<file path="src/rtl/branch_predictor_gshare.sv">
// branch_predictor_gshare: PHT of saturating counters with bimodal or gshare indexing and GHR repair
//   clk_in            rising-edge clock
//   rst_in            synchronous reset, active-low
//   rdy_in            global ready; low pauses every register
//   query_en/pc       IF prediction request
//   data_out_en       one-cycle pulse, prediction valid
//   data_out          predicted direction (1 = taken)
//   data_out_ghr      GHR snapshot used for this prediction
//   update_en/pc      RoB resolved conditional branch
//   update_taken      actual outcome
//   update_ghr        snapshot previously returned on data_out_ghr
//   update_mispredict repair the speculative GHR (qualified by update_en)
module branch_predictor_gshare #(
    parameter int INDEX_BITS   = 6,
    parameter int COUNTER_BITS = 2,
    parameter int GHR_BITS     = 4,
    parameter int USE_GSHARE   = 1
) (
    input  logic                clk_in,
    input  logic                rst_in,
    input  logic                rdy_in,
    input  logic                query_en,
    input  logic [31:0]         query_pc,
    output logic                data_out_en,
    output logic                data_out,
    output logic [GHR_BITS-1:0] data_out_ghr,
    input  logic                update_en,
    input  logic [31:0]         update_pc,
    input  logic                update_taken,
    input  logic [GHR_BITS-1:0] update_ghr,
    input  logic                update_mispredict
);
    localparam int PHT_N = 1 << INDEX_BITS;
    localparam logic [COUNTER_BITS-1:0] CNT_MAX  = '1;
    localparam logic [COUNTER_BITS-1:0] CNT_INIT = COUNTER_BITS'((1 << (COUNTER_BITS - 1)) - 1);
    logic [COUNTER_BITS-1:0] r_pht [PHT_N];
    logic [GHR_BITS-1:0]     r_ghr;
    logic [GHR_BITS-1:0]     r_out_ghr;
    logic                    r_out_en;
    logic                    r_out;
    logic [INDEX_BITS-1:0]   w_q_idx;
    logic [INDEX_BITS-1:0]   w_u_idx;
    logic [COUNTER_BITS-1:0] w_u_cnt;
    logic [COUNTER_BITS-1:0] w_u_next;
    logic [GHR_BITS-1:0]     w_ghr_next;
    logic                    w_pred;
    logic                    w_repair;
    logic                    w_q_acc;
    logic                    w_unused;
    // GHR is zero-extended into the index; GHR_BITS never exceeds INDEX_BITS
    assign w_q_idx = query_pc[INDEX_BITS+1:2] ^ (USE_GSHARE != 0 ? INDEX_BITS'(r_ghr) : '0);
    assign w_u_idx = update_pc[INDEX_BITS+1:2] ^ (USE_GSHARE != 0 ? INDEX_BITS'(update_ghr) : '0);
    assign w_pred = r_pht[w_q_idx][COUNTER_BITS-1];
    assign w_u_cnt = r_pht[w_u_idx];
    assign w_u_next = update_taken ? (w_u_cnt == CNT_MAX ? w_u_cnt : w_u_cnt + 1'b1)
                                   : (w_u_cnt == '0 ? w_u_cnt : w_u_cnt - 1'b1);
    // a repair redirects IF, so a query in the same cycle is dropped
    assign w_repair = update_en & update_mispredict;
    assign w_q_acc = query_en & ~w_repair;
    // truncating {history, bit} to GHR_BITS shifts in the new bit, also for GHR_BITS = 1
    assign w_ghr_next = w_repair ? GHR_BITS'({update_ghr, update_taken})
                      : w_q_acc  ? GHR_BITS'({r_ghr, w_pred})
                      : r_ghr;
    assign w_unused = ^{query_pc[31:INDEX_BITS+2], query_pc[1:0],
                        update_pc[31:INDEX_BITS+2], update_pc[1:0]};
    assign data_out_en = r_out_en;
    assign data_out = r_out;
    assign data_out_ghr = r_out_ghr;
    // the query reads the pre-update counter, so the write lands after the read
    always_ff @(posedge clk_in) begin
        if (!rst_in) begin
            for (int i = 0; i < PHT_N; i++) r_pht[i] <= CNT_INIT;
        end else if (rdy_in && update_en) begin
            r_pht[w_u_idx] <= w_u_next;
        end
    end
    always_ff @(posedge clk_in) begin
        if (!rst_in) begin
            r_ghr <= '0;
            r_out_en <= 1'b0;
            r_out <= 1'b0;
            r_out_ghr <= '0;
        end else if (rdy_in) begin
            r_ghr <= w_ghr_next;
            r_out_en <= w_q_acc;
            if (w_q_acc) begin
                r_out <= w_pred;
                r_out_ghr <= r_ghr;
            end
        end
    end
endmodule

</file>
<file path="config.mk">
export PLATFORM = sky130hd
export DESIGN_NAME = branch_predictor_gshare
export DESIGN_NICKNAME = d
export VERILOG_FILES = /design/src/rtl/branch_predictor_gshare.sv
export SDC_FILE = /design/constraint.sdc
export NUM_CORES = 1
export LEC_CHECK = 0
export CORE_ASPECT_RATIO = 0.75
export CORE_MARGIN = 2
export CORE_UTILIZATION = 57
export DETAILED_ROUTE_END_ITERATION = 8
export PLACE_DENSITY = 0.86
export SKIP_CTS_REPAIR_TIMING = 1
export SLEW_MARGIN = 20
export SYNTH_ARGS = -nofsm -noshare
export SYNTH_HDL_FRONTEND = slang
export SYNTH_SLANG_ARGS = --single-unit
</file>
<file path="constraint.sdc">
create_clock -name clk_in -period 3.9 [get_ports clk_in]
set_input_delay 0.39 -clock clk_in [delete_from_list [all_inputs] [get_ports clk_in]]
set_output_delay 0.39 -clock clk_in [all_outputs]
set_load 0.03 [all_outputs]
</file>
# After elaboration in Yosys (flattened, before gate mapping)
# Memory sizes are Yosys's and may differ from the RTL's.
# Index checks and enable logic that the tools add are counted.
# op_classes
n_addsub,2
eq_ne,1
n_mux,12
bitwise_logic,5
n_reduce_logical,6
# op_table
cell,n
XOR 6 x 4 -> 6 bit,2
two-way mux 2 bit,4
two-way mux 4 bit,2
two-way mux 6 bit,1
two-way mux 1 bit,5
AND reduction 2 bit,2
"adder 2 x 1 -> 2 bit, second input constant",1
bitwise AND 1 bit,2
"== test 2 bit, second input constant",1
logical NOT 2 bit,1
nonzero test 2 bit,1
OR reduction 2 bit,1
"subtractor 2 x 1 -> 2 bit, second input constant",1
logical AND 1 bit,1
NOT 1 bit,1
# totals
reg_bits,10
mem_bits_rw,128
input_bits,75
output_inout_bits,6
elab_cells,31
memories,1
# mem_list
name,words,width,read_ports,rd_ports_with_merged_regs,wr,line_no,source
r_pht,64,2,2,0,64,36,logic [COUNTER_BITS-1:0] r_pht [PHT_N];

# Logic depth before layout (Yosys ltp)
# logic_depth
word_depth,6
ltp_mapped,12
mapped_depth_nobuf,8

# Worst setup path before layout
# OpenSTA, ideal clock, no wires.
# synth_timing
kind,input port to flip-flop
from,input update_ghr[0]
to,memory r_pht[10][1] (data pin)
arrival_time_ns,2.986
required_ns,3.639
setup_slack_ns,0.653
path_stages,12
path_cell_list,xnor2_2 -> buf_4 -> clkbuf_1 -> mux2i_1 -> o2bb2ai_1 -> a22oi_1 -> a211oi_1 -> or4_1 -> buf_2 -> o31ai_4 -> buf_6 -> a21oi_1
# synth_lines
element,line_no,source
"start, declared",30,"input logic [GHR_BITS-1:0] update_ghr,"
"end, declared",36,

==> flow_summary.ini <==
[finish]
area_growth_pct = 22.2
design_area_um2 = 9270
n_antenna_cell = 0
stdcell_count = 954
layout-drive-gt1-share_pct = 22.1
fin_nets = 845

[synth]
ys_seq_area_share_pct = 53.3
synthTopCellsByCount = nand2_1, edfxtp_1, a21oi_1
netlist_top_cells_area = edfxtp_1, nand2_1, o21bai_1
ys_ff_latch = 138
synthArstFlopShare_pct = 0
syn_avg_cell_area_um2 = 11.1
syn-instance-count = 686
yosysUniqueCellTypes = 47
yosys.area.top_type_share_pct = 50.7
synthesis.area_um2 = 7580
synth.most_common_cell = nand2_1
synth_edf_count = 128
yosys.area.top_type = edfxtp_1
yosys_warnings = 0
synthFlopType = edfxtp_1
syn_nets = 761

[routing]
antenna_left = 0
routed_wl_mm = 23.3
avgRoutedWirePerCell_um = 24.5
dr.pass1.iters = 6
viasPerCell = 6.98
vias = 6660
drt_iter0_markers = 1137
drc = 0

[worst_setup_path]
end_kind = flop
slowest_delay_ns = 0.63
worst_ep_arrival_time_ns = 3.95
worst-endpoint-required_ns = 4.06
r2r-end = r_pht[34][0]
crit_chain = clkdlybuf4s50_1 > xor2_2 > buf_4 > buf_4 > nor2_1 > a221oi_1 > o21ai_0 > and3_1 > or4_1 > buf_4 > buf_4 > a21oi_4 > buf_12 > o21bai_1
cpMostUsedCell = buf_4
cp_max_fo = 32
crit_family = buffers and inverters
reg2reg_slack_ns = 0.79
r2r_cells = 11
cp_slowest_cell = clkdlybuf4s50_1
r2r_start = r_pht[46][1]
crit_type = in -> reg
cp_num_buf_inv = 6
startpoint_type = input pin

[sta]
tns_ns = 0
rsz0062_at_grt = no
drv_slew = 0
min_period_ns = 3.78
post-route-period-util_pct = 97.0
fin_skew_ns = 0.0115
relSlewSlack_pct = 37.6
tightest_slew_ns = 0.932
setup_viol = 0
hold-worst-slack_ns = 0.314
fmax_mhz = 264
hold_viol_final = 0

[grt]
grt_max_degree = 65
first_global_vias = 6697
grt_pass1_wl_mm = 36.1
grt_use_total_pct = 34.3
grt.overflow.total = 0
grt_antenna_before_repair = 0

[placed_design]
numPortBuffers = 28
dp_hpwl_mm = 15.8
dp.cells = 921
place.gp.congestion = 0.982
placed_area_um2 = 8640

[power_and_ir_drop]
p_leak_nw = 3.50
pwr_density_cell_nw_per_um2 = 449
peakVddDrop_mv = 0.316
fin_total_pwr_mw = 4.16

[run_status]
outcome = finished, final reports clean

[die]
initial_core_util_pct = 58.4
die_area_um2 = 14300
core_area_um2 = 13000
num_rows = 36
die_height_um = 104
die_w_um = 137
pin_count = 81

[worst_hold_path]
whs_path_depth = 3
hold_path.startpoint = rst_in
min-delay-path-class = in -> reg
min_to = data_out

[clocking]
cts_root_buf = clkbuf_16
path_clk_slew_ns = 0.06
clock_latency_ns = 0.43
clkSinkCount = 138
cts_made_buffers = 17
cts_tree = built
clk_path_buf_depth = 2
h-tree-depth = 4

[run]
drv_cap = 0
## layout by cell type (no fill, tap or decap), drive strengths merged, types with 17 or more instances in the layout
cell type      instances
mux2                  17
o21bai                64
nor2                  30
buf                   93
mux4                  21
nand2                150
clkbuf                24
clkdlybuf4s50         27
a221oi                19
a21oi                 84
edfxtp               128
## worst register-to-register path: cells and delay by family, from the launching register on
kind            cells  cell delay, ns
compound gates      5            0.99
buf+inv             4            0.76
simple gates        1            0.52
flops               1            0.42
mux                 1            0.17
## per-layer routing
layer	global-route usage, %	vias up	wire [µm]
met5	0	-	0
met4	14.8	0	1120
met3	12.3	134	3650
met2	51.1	627	10400
met1	45.3	3136	8140
li1	-	2763	-
## cells by family after synthesis
group | Yosys count | share of synthesized area, %
mux | 53 | 10.7
buf+inv | 59 | 3.99
flops | 138 | 53.3
simple gates | 206 | 10.8
compound gates | 218 | 19.4
xor+xnor | 12 | 1.68
## through the flow
step / setup slack (ns) / utilization (%)
3_5_place_dp: -0.259 / 66.6
5_1_grt: 0.0230 / 71.4
2_1_floorplan: 0.653 / -
4_1_cts: 0.133 / 71.2
6_report: 0.116 / 71.4
3_3_place_gp: -0.134 / 66.6
## registers in the layout, indices dropped and copies added (netlist names)
register      cells
data_out          1
r_pht           128
data_out_en       1
r_ghr             4
data_out_ghr      4
## area by class of cell
class,instances,area [µm²]
fill,846,3710
clock buffer,24,547
multi-input combinational,489,3300
tap,171,214
clock inverter,8,55.1
timing repair buffer,120,1090
sequential,138,4040
inverter,4,15.0
## power by group
part	total (mW)	internal (mW)	switching (mW)	leakage [nW]
Combinational	0.885	0.347	0.538	1.99
Sequential	1.68	1.65	0.0259	1.22
Clock	1.60	0.981	0.619	0.289
## how the worst max path moves through the flow
stage                        startpoint            to  cells after the start  slack (ns)
after floorplan           update_ghr[0]  r_pht[10][1]                     12        0.65
after global placement    update_ghr[2]  r_pht[48][1]                     13       -0.13
after detailed placement  update_ghr[2]  r_pht[55][1]                     13       -0.26
after CTS                 update_ghr[2]  r_pht[55][1]                     13        0.13
after global routing      update_ghr[2]  r_pht[47][1]                     13        0.02
final                     update_ghr[2]  r_pht[34][0]                     14        0.12
Note: power is estimated with default switching activity, not from simulation.
